## src/rtl/pc_fetch_unit_if.sv

```systemverilog
// Instruction-memory bus between the fetch unit (master) and the memory (slave).
// The request is held with a stable address until the memory acknowledges it.
interface pc_fetch_unit_if;
  logic        imem_req;
  logic [31:0] imem_addr;
  logic        imem_ack;
  logic [31:0] imem_rdata;

  modport master (
    output imem_req,
    output imem_addr,
    input  imem_ack,
    input  imem_rdata
  );

  modport slave (
    input  imem_req,
    input  imem_addr,
    output imem_ack,
    output imem_rdata
  );
endinterface

```

## src/rtl/pc_fetch_unit.sv

```systemverilog
// Program-counter fetch unit: issues one instruction-memory request per strobe and
// delivers each fetched word to the instruction register with its PC and PC+4.
module pc_fetch_unit #(
  parameter logic [31:0] RESET_PC = 32'h0000_0000
) (
  input  logic            clk,
  input  logic            clr,
  input  logic            strobe,
  input  logic            stall,
  input  logic            redirect,
  input  logic [31:0]     redirect_pc,
  input  logic            halt,
  pc_fetch_unit_if.master imem,
  output logic [31:0]     ir_din,
  output logic            ir_ld,
  output logic [31:0]     pc_out,
  output logic [31:0]     npc_out,
  output logic            halted
);

  typedef enum logic [1:0] {
    S_IDLE = 2'd0,
    S_REQ  = 2'd1,
    S_LOAD = 2'd2,
    S_HALT = 2'd3
  } state_t;

  state_t      state_r, state_s;
  logic [31:0] pc_r, pc_s;
  logic [31:0] target_r, target_s;
  logic        redirect_pend_r, redirect_pend_s;
  logic        halt_pend_r, halt_pend_s;
  logic [31:0] ir_buf_r, ir_buf_s;
  logic [31:0] pc_out_r, pc_out_s;
  logic [31:0] npc_out_r, npc_out_s;
  logic        imem_req_r;
  logic        ir_ld_r;
  logic        halted_r;
  logic [31:0] pc_plus4_s;

  function automatic logic [31:0] align_word(input logic [31:0] addr);
    return addr & 32'hFFFF_FFFC;
  endfunction

  assign pc_plus4_s = pc_r + 32'd4;

  // Next-state and next-datapath values; redirects and halts seen mid-fetch are parked
  // in pending registers so the in-flight word is always delivered first.
  always_comb begin
    state_s         = state_r;
    pc_s            = pc_r;
    target_s        = target_r;
    redirect_pend_s = redirect_pend_r;
    halt_pend_s     = halt_pend_r;
    ir_buf_s        = ir_buf_r;
    pc_out_s        = pc_out_r;
    npc_out_s       = npc_out_r;
    case (state_r)
      S_IDLE: begin
        if (halt || halt_pend_r) begin
          state_s = S_HALT;
        end else if (redirect) begin
          pc_s = align_word(redirect_pc);
        end else if (strobe && !stall) begin
          state_s = S_REQ;
        end else begin
          state_s = S_IDLE;
        end
      end
      S_REQ: begin
        if (redirect) begin
          redirect_pend_s = 1'b1;
          target_s        = align_word(redirect_pc);
        end else begin
          redirect_pend_s = redirect_pend_r;
        end
        if (halt) begin
          halt_pend_s = 1'b1;
        end else begin
          halt_pend_s = halt_pend_r;
        end
        // Delivery values are captured at the ack edge so they are already on the
        // outputs during the single LOAD cycle.
        if (imem.imem_ack) begin
          state_s   = S_LOAD;
          ir_buf_s  = imem.imem_rdata;
          pc_out_s  = pc_r;
          npc_out_s = pc_plus4_s;
        end else begin
          state_s = S_REQ;
        end
      end
      S_LOAD: begin
        state_s         = S_IDLE;
        redirect_pend_s = 1'b0;
        if (redirect) begin
          pc_s = align_word(redirect_pc);
        end else if (redirect_pend_r) begin
          pc_s = target_r;
        end else begin
          pc_s = pc_plus4_s;
        end
        if (halt) begin
          halt_pend_s = 1'b1;
        end else begin
          halt_pend_s = halt_pend_r;
        end
      end
      S_HALT: begin
        state_s = S_HALT;
      end
      default: begin
        state_s = S_IDLE;
      end
    endcase
  end

  // State, datapath and registered output flags.
  always_ff @(posedge clk) begin
    if (clr) begin
      state_r         <= S_IDLE;
      pc_r            <= RESET_PC;
      target_r        <= 32'h0000_0000;
      redirect_pend_r <= 1'b0;
      halt_pend_r     <= 1'b0;
      ir_buf_r        <= 32'h0000_0000;
      pc_out_r        <= 32'h0000_0000;
      npc_out_r       <= 32'h0000_0000;
      imem_req_r      <= 1'b0;
      ir_ld_r         <= 1'b0;
      halted_r        <= 1'b0;
    end else begin
      state_r         <= state_s;
      pc_r            <= pc_s;
      target_r        <= target_s;
      redirect_pend_r <= redirect_pend_s;
      halt_pend_r     <= halt_pend_s;
      ir_buf_r        <= ir_buf_s;
      pc_out_r        <= pc_out_s;
      npc_out_r       <= npc_out_s;
      imem_req_r      <= (state_s == S_REQ);
      ir_ld_r         <= (state_s == S_LOAD);
      halted_r        <= (state_s == S_HALT);
    end
  end

  assign imem.imem_req  = imem_req_r;
  assign imem.imem_addr = pc_r;
  assign ir_din         = ir_buf_r;
  assign ir_ld          = ir_ld_r;
  assign pc_out         = pc_out_r;
  assign npc_out        = npc_out_r;
  assign halted         = halted_r;

endmodule

```

## src/flat_wrapper.sv

```systemverilog
// flat-port wrapper written by rule: the top's interface ports become plain ports
module pc_fetch_unit_flat 
#(
  parameter logic [31:0] RESET_PC = 32'h0000_0000
)
  (clk, clr, strobe, stall, redirect, redirect_pc, halt, ir_din, ir_ld, pc_out, npc_out, halted, imem_imem_req, imem_imem_addr, imem_imem_ack, imem_imem_rdata);
  pc_fetch_unit_if imem_i ();
  input  logic clk;
  input  logic clr;
  input  logic strobe;
  input  logic stall;
  input  logic redirect;
  input  logic [31:0] redirect_pc;
  input  logic halt;
  output logic [31:0] ir_din;
  output logic ir_ld;
  output logic [31:0] pc_out;
  output logic [31:0] npc_out;
  output logic halted;
  output wire logic [$bits(imem_i.imem_req)-1:0] imem_imem_req;
  output wire logic [$bits(imem_i.imem_addr)-1:0] imem_imem_addr;
  input wire logic [$bits(imem_i.imem_ack)-1:0] imem_imem_ack;
  input wire logic [$bits(imem_i.imem_rdata)-1:0] imem_imem_rdata;
  assign imem_imem_req = imem_i.imem_req;
  assign imem_imem_addr = imem_i.imem_addr;
  assign imem_i.imem_ack = imem_imem_ack;
  assign imem_i.imem_rdata = imem_imem_rdata;
  pc_fetch_unit #(.RESET_PC(RESET_PC)) u_core (.clk(clk), .clr(clr), .strobe(strobe), .stall(stall), .redirect(redirect), .redirect_pc(redirect_pc), .halt(halt), .imem(imem_i), .ir_din(ir_din), .ir_ld(ir_ld), .pc_out(pc_out), .npc_out(npc_out), .halted(halted));
endmodule
```

## config.mk

```make
export PLATFORM = sky130hd
export DESIGN_NAME = pc_fetch_unit_flat
export DESIGN_NICKNAME = d
export VERILOG_FILES = /design/src/rtl/pc_fetch_unit_if.sv /design/src/rtl/pc_fetch_unit.sv /design/src/flat_wrapper.sv
export SDC_FILE = /design/constraint.sdc
export NUM_CORES = 1
export LEC_CHECK = 0
export ABC_AREA = 1
export CAP_MARGIN = 20
export CORE_MARGIN = 4
export CORE_UTILIZATION = 45
export CTS_CLUSTER_DIAMETER = 40
export CTS_CLUSTER_SIZE = 24
export DETAILED_ROUTE_END_ITERATION = 10
export GPL_ROUTABILITY_DRIVEN = 0
export GPL_TIMING_DRIVEN = 0
export MAX_ROUTING_LAYER = met4
export PLACE_DENSITY = 0.82
export SLEW_MARGIN = 20
export SYNTH_ARGS = -nofsm -noshare
export SYNTH_HDL_FRONTEND = slang
export SYNTH_SLANG_ARGS = --single-unit
```

## constraint.sdc

```tcl
create_clock -name clk -period 3.25 [get_ports clk]
set_input_delay 0.65 -clock clk [delete_from_list [all_inputs] [get_ports clk]]
set_output_delay 0.65 -clock clk [all_outputs]
set_load 0.005 [all_outputs]
```

==> results of run 1 <==
==> logic make-up (layout without fill, tap and decap cells) <==
group | Yosys count | count (layout) | synth area share (%)
AOI/OAI and AO/OA | 311 | 311 | 23.3
xor gates and xnor gates | 8 | 8 | 1.01
adders and majority gates | 5 | 5 | 0.899
buffers and inverters | 158 | 383 | 9.28
DFF | 159 | 159 | 45.8
other | 1 | 6 | 0.0539
and+or+nand+nor | 326 | 326 | 19.7
==> final timing paths <==
| path | from | endpoint | slack, ns | depth (start not counted) |
|---|---|---|---|---|
| hold / removal | u_core.target_r[21]$_SDFFE_PP0P_ | u_core.target_r[21]$_SDFFE_PP0P_ | 0.45 | 2 |
| setup / recovery | u_core.imem.imem_addr[19]$_SDFFE_PP0P_ | imem_imem_addr[19] | 1.03 | 1 |
| setup reg to reg | u_core.state_r[1]$_SDFF_PP0_ | u_core.npc_out[17]$_SDFFE_PP0P_ | 1.19 | 8 |
| hold reg to reg | u_core.target_r[21]$_SDFFE_PP0P_ | u_core.target_r[21]$_SDFFE_PP0P_ | 0.45 | 2 |
==> report_power, final <==
| part | internal [uW] | switching (uW) |
|---|---|---|
| clock network | 1080 | 815 |
| registers | 2460 | 502 |
| logic | 1290 | 1460 |
| total | 4840 | 2780 |
==> flip-flops by register name, summed over array words and instances (netlist names) <==
register	cells
u_core.pc_out	30
u_core.ir_din	32
u_core.npc_out	30
u_core.state_r	2
u_core.target_r	30
u_core.halted	1
u_core.imem.imem_addr	30
u_core.redirect_pend_r	1
u_core.ir_ld	1
u_core.imem.imem_req	1
u_core.halt_pend_r	1
==> layout make-up <==
type                    instances  area (um2)  area share (%)
plain buffers                  64         293            3.02
multi-input cells             656        3150            32.4
flip-flops and latches        159        3180            32.8
clock buffers                  21         450            4.64
inverters                      94         353            3.64
repair buffers                193        1930            19.9
clock inverters                11         108            1.11
well taps                     188         235            2.43
==> cell usage after synthesis <==
master and n:
inv_1 91, conb_1 1, nand2_2 4, inv_2 1
nand3b_1 3, nand3_2 1, a32o_1 1, and2_1 1
nand2_1 108, ha_1 5, clkinv_1 2, o21ai_2 1
nand4_1 1, nand3_1 53, xnor2_1 2, o211ai_1 19
buf_4 8, buf_1 2, clkbuf_1 38, nor2_2 2
o21ai_0 147, nor2_4 4, or2_1 2, xor2_1 6
a31oi_1 4, nor2_1 145, buf_2 15, a21oi_1 138
dfxtp_1 159, a211oi_1 1, clkbuf_4 1, nor3_1 1
nor3_2 1
==> tightest hold or removal path: cells and delay by family, from the launching register on <==
kind                   cells  cell delay, ns
flip-flops                 1            0.30
buffers and inverters      1            0.06
AO/OA/AOI/OAI              1            0.05
==> through the flow <==
step,utilization (%),instances,power [uW]
2_1_floorplan,-,973,4180
3_3_place_gp,60.4,1354,5630
3_5_place_dp,60.4,1354,5680
4_1_cts,64.0,1386,7590
5_1_grt,64.0,1386,8030
6_report,64.0,1386,7610
==> layer usage <==
layer | GRT usage, % | routed length (um) | part of all wire (%) | vias up
met5 | - | 0 | 0 | -
met3 | 6.41 | 1950 | 8.4 | 55
li1 | - | - | - | 3620
met4 | 9.82 | 714 | 3.1 | 0
met1 | 33.5 | 9750 | 42 | 3476
met2 | 41.4 | 10800 | 47 | 366
==> impl_metrics.xml, run 1 <==
<?xml version="1.0" encoding="UTF-8"?>
<metrics>
  <group name="cts">
    <metric name="postCtsSetupRepairBufs" unit="">0</metric>
    <metric name="cts-resized-gates" unit="">0</metric>
    <metric name="cts.htree.levels" unit="">4</metric>
    <metric name="cts_hold_buf" unit="">0</metric>
    <metric name="tritoncts" unit="">done</metric>
    <metric name="worst_skew_pair.late_latency" unit="ns">0.43</metric>
    <metric name="clk_path_buf_depth" unit="">2</metric>
    <metric name="clk_root_buffer_cell" unit="">clkbuf_16</metric>
    <metric name="numCtsBuffers" unit="">17</metric>
    <metric name="path_clk_slew" unit="ns">0.06</metric>
    <metric name="cts_sinks" unit="">159</metric>
  </group>
  <group name="setup_path">
    <metric name="critical_path.cell_chain" unit="">clkdlybuf4s50_1</metric>
    <metric name="path_delay_family" unit="">buffers and inverters</metric>
    <metric name="worstPathBufferInverterCount" unit="">1</metric>
    <metric name="cp_max_stage_cell" unit="">clkdlybuf4s50_1</metric>
    <metric name="critical_path.max_stage_delay" unit="ns">0.59</metric>
    <metric name="setup.worst_path.start_class" unit="">flip-flop</metric>
    <metric name="path_max_fanout" unit="">7</metric>
    <metric name="critical_setup_path_kind" unit="">reg -&gt; out</metric>
    <metric name="critPathArrivalTime" unit="ns">1.57</metric>
    <metric name="critical_path.endpoint_type" unit="">primary output</metric>
    <metric name="timing.critical_path.required" unit="ns">2.60</metric>
  </group>
  <group name="logic_synthesis">
    <metric name="cell_area_synth" unit="um2">6960</metric>
    <metric name="synth_seq_cells" unit="">159</metric>
    <metric name="synth_area_leaders" unit="">dfxtp_1, o21ai_0, a21oi_1</metric>
    <metric name="yosys_warnings" unit="">0</metric>
    <metric name="avgSynthCellArea" unit="um2">7.19</metric>
    <metric name="sequential_area_share_after_synthesis" unit="%">45.8</metric>
    <metric name="area_fraction_of_the_dominant_cell_type_after_synthesis" unit="%">45.8</metric>
    <metric name="yosys.cell_types.count" unit="">33</metric>
    <metric name="netlist_instances" unit="">968</metric>
    <metric name="yosys.area.top_type" unit="">dfxtp_1</metric>
  </group>
  <group name="sta">
    <metric name="max_slew.worst_pin.slew" unit="ns">0.582</metric>
    <metric name="setup_ws" unit="ns">1.03</metric>
    <metric name="slew_headroom" unit="%">61.2</metric>
    <metric name="total_negative_slack" unit="ns">0</metric>
    <metric name="worst_hold_slack" unit="ns">0.454</metric>
    <metric name="grt_setup_unrepaired" unit="">false</metric>
    <metric name="final.min_clock_period" unit="ns">2.22</metric>
    <metric name="final_hold_viol_count" unit="">0</metric>
    <metric name="fmaxAchievable" unit="MHz">450</metric>
    <metric name="slew_viol_final" unit="">0</metric>
    <metric name="finClkSkew" unit="ns">0.0119</metric>
    <metric name="total_setup_violations_reported_at_the_end_of_the_flow" unit="">0</metric>
    <metric name="final_min_period_over_clock_period" unit="%">68.4</metric>
  </group>
  <group name="power_and_ir_drop">
    <metric name="p_leak" unit="uW">0.00375</metric>
    <metric name="power-per-cell-area" unit="nW/um2">785</metric>
    <metric name="irDropWorstVdd" unit="mV">0.393</metric>
  </group>
  <group name="die">
    <metric name="num_rows" unit="">45</metric>
    <metric name="initial_core_util" unit="%">45.9</metric>
    <metric name="top_level_ports" unit="">202</metric>
    <metric name="fp.coreArea" unit="um2">15100</metric>
    <metric name="die_height" unit="um">132</metric>
    <metric name="floorplan.die_area" unit="um2">17500</metric>
    <metric name="dieWidth" unit="um">132</metric>
  </group>
  <group name="detailed_routing">
    <metric name="dr.pass1.iters" unit="">6</metric>
    <metric name="detail_route.wl_per_cell" unit="um">16.8</metric>
    <metric name="final_antenna_net_count" unit="">0</metric>
    <metric name="routed_via_density" unit="">5.42</metric>
    <metric name="route.detailed.drc" unit="">0</metric>
    <metric name="vias" unit="">7517</metric>
    <metric name="detail_route.iter0.violations" unit="">754</metric>
    <metric name="drt-total-wl" unit="um">23200</metric>
  </group>
  <group name="final_layout">
    <metric name="layout.cells.most_common_list" unit="">clkdlybuf4s50_1, dfxtp_1, o21ai_0, nor2_1, a21oi_1</metric>
    <metric name="most_common_library_cell_in_the_layout_ignoring_fill_and_taps" unit="">clkdlybuf4s50_1</metric>
    <metric name="n_fill_cell" unit="">1320</metric>
    <metric name="final_cell_area" unit="um2">9700</metric>
    <metric name="n_antenna_cell" unit="">0</metric>
    <metric name="area_growth_syn_to_layout" unit="%">39.4</metric>
    <metric name="layout-drive-gt1-share" unit="%">5.59</metric>
    <metric name="finish.net_count" unit="">1261</metric>
  </group>
  <group name="grt">
    <metric name="grt_usage" unit="%">26.5</metric>
    <metric name="grt_pass1_wl" unit="um">36100</metric>
    <metric name="overflow" unit="">0</metric>
    <metric name="antenna_found_initial" unit="">0</metric>
    <metric name="grt_start_max_net_pins" unit="">17</metric>
    <metric name="first_global_vias" unit="">6971</metric>
  </group>
  <group name="hold_path">
    <metric name="timing.hold.worst.class" unit="">reg -&gt; reg</metric>
  </group>
  <group name="placed_design">
    <metric name="place.detailed.hpwl" unit="um">17700</metric>
    <metric name="placed_area" unit="um2">9140</metric>
    <metric name="dp_slack" unit="ns">0.689</metric>
    <metric name="count_of_buffers_from_port_buffering" unit="">193</metric>
  </group>
  <group name="outcome">
    <metric name="outcome" unit="">completed</metric>
  </group>
  <group name="job">
    <metric name="timing.max_cap.violations" unit="">0</metric>
  </group>
</metrics>
No activity file was read; power rests on OpenSTA's default activity.
==> run 2, diff against run 1 <==
- clock period: 3.25 -> 2.1 ns (I/O delays scaled with it)
==> run 2 against run 1 <==
- combinational power rose by 55%
- worst hold slack about the same
- highest routed layer unchanged
- clock skew is 0.0033 ns lower
- wire length is essentially flat
- register-to-register slack lost 1.1 ns
- largest cell class unchanged
- first-iteration DRC count grew 9.4%
- core utilization hardly changed
- critical path depth did not move
==> impl_metrics.xml, run 2 (same netlist as run 1, synthesis figures left out) <==
<?xml version="1.0" encoding="UTF-8"?>
<metrics>
  <group name="cts">
    <metric name="postCtsSetupRepairBufs" unit="">0</metric>
    <metric name="worst_skew_pair.late_latency" unit="ns">0.43</metric>
    <metric name="path_clk_slew" unit="ns">0.06</metric>
    <metric name="numCtsBuffers" unit="">17</metric>
    <metric name="cts_sinks" unit="">159</metric>
    <metric name="clk_root_buffer_cell" unit="">clkbuf_16</metric>
    <metric name="cts.htree.levels" unit="">4</metric>
    <metric name="tritoncts" unit="">done</metric>
    <metric name="clk_path_buf_depth" unit="">2</metric>
  </group>
  <group name="power_and_ir_drop">
    <metric name="power-per-cell-area" unit="nW/um2">1210</metric>
    <metric name="irDropWorstVdd" unit="mV">0.608</metric>
    <metric name="p_leak" unit="uW">0.00375</metric>
  </group>
  <group name="die">
    <metric name="fp.coreArea" unit="um2">15100</metric>
    <metric name="num_rows" unit="">45</metric>
    <metric name="initial_core_util" unit="%">45.9</metric>
    <metric name="die_height" unit="um">132</metric>
    <metric name="top_level_ports" unit="">202</metric>
    <metric name="floorplan.die_area" unit="um2">17500</metric>
    <metric name="dieWidth" unit="um">132</metric>
  </group>
  <group name="placed_design">
    <metric name="count_of_buffers_from_port_buffering" unit="">193</metric>
    <metric name="dp_slack" unit="ns">-0.231</metric>
    <metric name="place.detailed.hpwl" unit="um">17700</metric>
  </group>
  <group name="grt">
    <metric name="antenna_found_initial" unit="">0</metric>
    <metric name="grt_usage" unit="%">26.5</metric>
    <metric name="grt_start_max_net_pins" unit="">17</metric>
    <metric name="overflow" unit="">0</metric>
    <metric name="first_global_vias" unit="">6971</metric>
    <metric name="grt_pass1_wl" unit="um">36100</metric>
  </group>
  <group name="sta">
    <metric name="fmaxAchievable" unit="MHz">502</metric>
    <metric name="final.min_clock_period" unit="ns">1.99</metric>
    <metric name="slew_headroom" unit="%">61.3</metric>
    <metric name="finClkSkew" unit="ns">0.00860</metric>
    <metric name="grt_setup_unrepaired" unit="">false</metric>
    <metric name="total_setup_violations_reported_at_the_end_of_the_flow" unit="">0</metric>
    <metric name="slew_viol_final" unit="">0</metric>
    <metric name="final_min_period_over_clock_period" unit="%">94.8</metric>
    <metric name="max_slew.worst_pin.slew" unit="ns">0.581</metric>
    <metric name="worst_hold_slack" unit="ns">0.454</metric>
    <metric name="setup_ws" unit="ns">0.110</metric>
    <metric name="final_hold_viol_count" unit="">0</metric>
  </group>
  <group name="detailed_routing">
    <metric name="drt-total-wl" unit="um">23200</metric>
    <metric name="dr.pass1.iters" unit="">6</metric>
    <metric name="detail_route.wl_per_cell" unit="um">16.8</metric>
    <metric name="met3_length" unit="um">2260</metric>
    <metric name="route.detailed.drc" unit="">0</metric>
    <metric name="detail_route.iter0.violations" unit="">825</metric>
    <metric name="routed_via_density" unit="">5.50</metric>
    <metric name="met1Wirelength" unit="um">9450</metric>
    <metric name="wl_met2" unit="um">10700</metric>
    <metric name="top_routing_layer_used" unit="">met4</metric>
    <metric name="final_antenna_net_count" unit="">0</metric>
    <metric name="vias" unit="">7623</metric>
  </group>
  <group name="final_layout">
    <metric name="layout-drive-gt1-share" unit="%">5.68</metric>
    <metric name="area_growth_syn_to_layout" unit="%">39.5</metric>
    <metric name="number_of_flip_flops_in_the_largest_register" unit="">32</metric>
    <metric name="finish.net_count" unit="">1261</metric>
    <metric name="n_fill_cell" unit="">1319</metric>
    <metric name="n_antenna_cell" unit="">0</metric>
    <metric name="layout.cells.most_common_list" unit="">clkdlybuf4s50_1, dfxtp_1, o21ai_0, nor2_1, a21oi_1</metric>
    <metric name="most_common_library_cell_in_the_layout_ignoring_fill_and_taps" unit="">clkdlybuf4s50_1</metric>
  </group>
  <group name="setup_path">
    <metric name="critical_setup_path_kind" unit="">reg -&gt; out</metric>
    <metric name="path_max_fanout" unit="">7</metric>
    <metric name="cp_max_stage_cell" unit="">clkdlybuf4s50_1</metric>
    <metric name="critical_path.endpoint_type" unit="">primary output</metric>
    <metric name="critical_path.max_stage_delay" unit="ns">0.59</metric>
    <metric name="timing.critical_path.required" unit="ns">1.68</metric>
    <metric name="path_delay_family" unit="">buffers and inverters</metric>
    <metric name="setup.worst_path.start_class" unit="">flip-flop</metric>
    <metric name="critPathArrivalTime" unit="ns">1.57</metric>
    <metric name="worstPathBufferInverterCount" unit="">1</metric>
    <metric name="critical_path.cell_chain" unit="">clkdlybuf4s50_1</metric>
  </group>
  <group name="hold_path">
    <metric name="timing.hold.worst.class" unit="">reg -&gt; reg</metric>
  </group>
  <group name="outcome">
    <metric name="outcome" unit="">completed</metric>
  </group>
  <group name="job">
    <metric name="timing.max_cap.violations" unit="">0</metric>
  </group>
</metrics>
[run 2: cell types whose count changed in the layout (fill, tap and decap cells not counted)]
cell / delta
buf_2: -1
clkbuf_1: -1
clkbuf_2: +1
clkbuf_4: +1
o21ai_0: -1
o21ai_1: +1
[run 2: area by class of cell]
| type | instances | area [um2] | area share (%) |
|---|---|---|---|
| plain buffers | 64 | 297 | 3.06 |
| inverters | 94 | 353 | 3.64 |
| clock inverters | 11 | 108 | 1.11 |
| flip-flops and latches | 159 | 3180 | 32.8 |
| repair buffers | 193 | 1930 | 19.9 |
| clock buffers | 21 | 450 | 4.64 |
| well taps | 188 | 235 | 2.42 |
| multi-input cells | 656 | 3150 | 32.4 |
[run 2: power breakdown]
part           internal (uW)  switching, uW  total (uW)
Sequential              3810            779        4590
Clock                   1670           1260        2930
Combinational           2010           2260        4270
Total                   7490           4300       11800
[run 2: routing by layer]
metal / track usage (%) / vias to the layer above
met5: - / -
met4: 9.82 / 0
met3: 6.41 / 73
met2: 41.4 / 426
met1: 33.5 / 3505
li1: - / 3619
[run 2: what timing repair did]
action / in CTS / in global routing
hold buffers: 0 / 0
resized for setup: 0 / 4
setup endpoints to repair: 0 / 9
[run 2: path summary, 6_finish.rpt]
| path | start | endpoint | slack, ns | cells past startpoint |
|---|---|---|---|---|
| worst max-delay path | u_core.imem.imem_addr[19]$_SDFFE_PP0P_ | imem_imem_addr[19] | 0.11 | 1 |
| worst min-delay path | u_core.target_r[21]$_SDFFE_PP0P_ | u_core.target_r[21]$_SDFFE_PP0P_ | 0.45 | 2 |
| worst max register to register | u_core.state_r[0]$_SDFF_PP0_ | u_core.imem.imem_addr[8]$_SDFFE_PP0P_ | 0.12 | 9 |
| worst min register to register | u_core.target_r[21]$_SDFFE_PP0P_ | u_core.target_r[21]$_SDFFE_PP0P_ | 0.45 | 2 |
[run 2: per-stage QoR]
stage          total power [uW]  TNS (ns)  util (%)  instances  area, um2
4_1_cts                   11700         0      64.0       1386       9700
6_report                  11800         0      64.1       1386       9700
3_3_place_gp               8720     -3.57      60.4       1354       9140
3_5_place_dp               8800     -7.97      60.4       1354       9140
5_1_grt                   12400         0      64.1       1386       9700
2_1_floorplan              6470         0         -        973       6970
==> run 3, diff against run 2 <==
--- a/constraint.sdc
+++ b/constraint.sdc
@@ -3,2 +3,2 @@
 set_output_delay 0.42 -clock clk [all_outputs]
-set_load 0.005 [all_outputs]
+set_load 0.02 [all_outputs]
==> run 3 against run 2 <==
- final area barely moved
- worst hold slack barely moved
- first-iteration DRC count fell by 2.5%
- maximum frequency shrank 4.3%
- critical endpoint is now imem_imem_addr[10]
==> impl_metrics.xml, run 3 (same netlist as run 1, synthesis figures left out) <==
<?xml version="1.0" encoding="UTF-8"?>
<metrics>
  <group name="sta">
    <metric name="total_negative_slack" unit="ns">0</metric>
    <metric name="setup_ws" unit="ns">0.0204</metric>
    <metric name="fmaxAchievable" unit="MHz">481</metric>
    <metric name="finClkSkew" unit="ns">0.00866</metric>
    <metric name="final_min_period_over_clock_period" unit="%">99.0</metric>
    <metric name="grt_setup_unrepaired" unit="">false</metric>
    <metric name="final.min_clock_period" unit="ns">2.08</metric>
    <metric name="total_setup_violations_reported_at_the_end_of_the_flow" unit="">0</metric>
    <metric name="final_hold_viol_count" unit="">0</metric>
    <metric name="slew_viol_final" unit="">0</metric>
    <metric name="worst_hold_slack" unit="ns">0.454</metric>
    <metric name="slew_headroom" unit="%">62.1</metric>
    <metric name="max_slew.worst_pin.slew" unit="ns">0.568</metric>
  </group>
  <group name="grt">
    <metric name="antenna_found_initial" unit="">0</metric>
    <metric name="first_global_vias" unit="">6971</metric>
    <metric name="overflow" unit="">0</metric>
    <metric name="grt_usage" unit="%">26.5</metric>
    <metric name="grt_start_max_net_pins" unit="">17</metric>
    <metric name="grt_pass1_wl" unit="um">36100</metric>
  </group>
  <group name="cts">
    <metric name="cts.htree.levels" unit="">4</metric>
    <metric name="clk_root_buffer_cell" unit="">clkbuf_16</metric>
    <metric name="clk_path_buf_depth" unit="">2</metric>
    <metric name="path_clk_slew" unit="ns">0.06</metric>
    <metric name="worst_skew_pair.late_latency" unit="ns">0.43</metric>
    <metric name="tritoncts" unit="">done</metric>
    <metric name="cts_sinks" unit="">159</metric>
    <metric name="postCtsSetupRepairBufs" unit="">0</metric>
    <metric name="numCtsBuffers" unit="">17</metric>
  </group>
  <group name="final_layout">
    <metric name="layout.cells.most_common_list" unit="">clkdlybuf4s50_1, dfxtp_1, o21ai_0, nor2_1, a21oi_1</metric>
    <metric name="layout-drive-gt1-share" unit="%">5.93</metric>
    <metric name="n_fill_cell" unit="">1319</metric>
    <metric name="seq_area" unit="um2">3190</metric>
    <metric name="n_antenna_cell" unit="">0</metric>
    <metric name="most_common_library_cell_in_the_layout_ignoring_fill_and_taps" unit="">clkdlybuf4s50_1</metric>
    <metric name="multi_input_comb_area" unit="um2">3150</metric>
    <metric name="area_growth_syn_to_layout" unit="%">39.6</metric>
    <metric name="finish.net_count" unit="">1261</metric>
    <metric name="number_of_flip_flops_in_the_largest_register" unit="">32</metric>
  </group>
  <group name="power_and_ir_drop">
    <metric name="power-per-cell-area" unit="nW/um2">1290</metric>
    <metric name="p_sw" unit="uW">5030</metric>
    <metric name="clock_power_share" unit="%">23.4</metric>
    <metric name="p_leak" unit="uW">0.00375</metric>
    <metric name="power.switching_fraction" unit="%">40.1</metric>
    <metric name="p_comb_share" unit="%">39.9</metric>
    <metric name="irDropWorstVdd" unit="mV">0.646</metric>
    <metric name="power_report.internal_total" unit="uW">7510</metric>
    <metric name="seq_power_share" unit="%">36.7</metric>
  </group>
  <group name="detailed_routing">
    <metric name="drt-total-wl" unit="um">23300</metric>
    <metric name="route.detailed.drc" unit="">0</metric>
    <metric name="met3_length" unit="um">1970</metric>
    <metric name="dr.pass1.iters" unit="">5</metric>
    <metric name="vias" unit="">7600</metric>
    <metric name="top_routing_layer_used" unit="">met4</metric>
    <metric name="final_antenna_net_count" unit="">0</metric>
    <metric name="detail_route.wl_per_cell" unit="um">16.8</metric>
    <metric name="wl_met2" unit="um">10800</metric>
    <metric name="met1Wirelength" unit="um">9740</metric>
    <metric name="routed_via_density" unit="">5.48</metric>
    <metric name="detail_route.iter0.violations" unit="">804</metric>
  </group>
  <group name="die">
    <metric name="die_height" unit="um">132</metric>
    <metric name="floorplan.die_area" unit="um2">17500</metric>
    <metric name="dieWidth" unit="um">132</metric>
    <metric name="initial_core_util" unit="%">45.9</metric>
    <metric name="num_rows" unit="">45</metric>
    <metric name="fp.coreArea" unit="um2">15100</metric>
    <metric name="top_level_ports" unit="">202</metric>
  </group>
  <group name="placed_design">
    <metric name="place.detailed.hpwl" unit="um">17700</metric>
    <metric name="dp_slack" unit="ns">-0.231</metric>
    <metric name="count_of_buffers_from_port_buffering" unit="">193</metric>
  </group>
  <group name="setup_path">
    <metric name="critPathArrivalTime" unit="ns">1.66</metric>
    <metric name="setup.worst_path.start_class" unit="">flip-flop</metric>
    <metric name="path_delay_family" unit="">buffers and inverters</metric>
    <metric name="cp_max_stage_cell" unit="">clkdlybuf4s50_1</metric>
    <metric name="worstPathBufferInverterCount" unit="">1</metric>
    <metric name="path_max_fanout" unit="">6</metric>
    <metric name="critical_path.cell_chain" unit="">clkdlybuf4s50_1</metric>
    <metric name="critical_path.endpoint_type" unit="">primary output</metric>
    <metric name="critical_path.max_stage_delay" unit="ns">0.68</metric>
    <metric name="critical_setup_path_kind" unit="">reg -&gt; out</metric>
    <metric name="timing.critical_path.required" unit="ns">1.68</metric>
  </group>
  <group name="outcome">
    <metric name="outcome" unit="">completed</metric>
  </group>
  <group name="job">
    <metric name="timing.max_cap.violations" unit="">0</metric>
  </group>
  <group name="hold_path">
    <metric name="timing.hold.worst.class" unit="">reg -&gt; reg</metric>
  </group>
</metrics>
run 3: cell counts in the layout (fill, tap and decap cells not counted):
No cell type changed its count.
run 3: per-layer routing:
layer,vias up,global-route usage [%]
li1,3617,-
met2,402,41.4
met5,-,-
met3,62,6.41
met4,0,9.82
met1,3519,33.5
run 3: what timing repair did:
item | in CTS | in global routing
hold endpoints to repair | 0 | 0
hold buffers | 0 | 0
endpoints found under the setup margin | 0 | 12
resized for setup | 0 | 7
run 3: per-stage QoR:
step           std cells  total power [uW]  utilization [%]  cell area [um2]
6_report            1386             12500             64.1             9710
3_3_place_gp        1354              9450             60.4             9140
4_1_cts             1386             12500             64.0             9700
5_1_grt             1386             13200             64.1             9710
2_1_floorplan        973              7190                -             6970
3_5_place_dp        1354              9530             60.4             9140
run 3: final timing paths:
path	from	end	slack (ns)	cells past startpoint
max	u_core.imem.imem_addr[10]$_SDFFE_PP0P_	imem_imem_addr[10]	0.02	1
min reg2reg	u_core.target_r[21]$_SDFFE_PP0P_	u_core.target_r[21]$_SDFFE_PP0P_	0.45	2
min	u_core.target_r[21]$_SDFFE_PP0P_	u_core.target_r[21]$_SDFFE_PP0P_	0.45	2
max reg2reg	u_core.state_r[0]$_SDFF_PP0_	u_core.imem.imem_addr[8]$_SDFFE_PP0P_	0.11	9
run 3: power by group through the flow:
| stage | Sequential (uW) | Combinational [uW] | Clock, uW |
|---|---|---|---|
| floorplan | 5140 | 2050 | 0 |
| global placement | 4590 | 4860 | 0 |
| detailed placement | 4600 | 4930 | 0 |
| CTS | 4550 | 4970 | 2960 |
| global route | 4670 | 5410 | 3090 |
| finish | 4600 | 5000 | 2940 |
run 3: cell type report:
type | count | area share [%]
clock inverter | 11 | 1.11
sequential | 159 | 32.8
buffer | 64 | 3.05
multi-input combinational | 656 | 32.4
timing repair buffer | 193 | 19.9
inverter | 94 | 3.63
clock buffer | 21 | 4.64
tap | 188 | 2.42
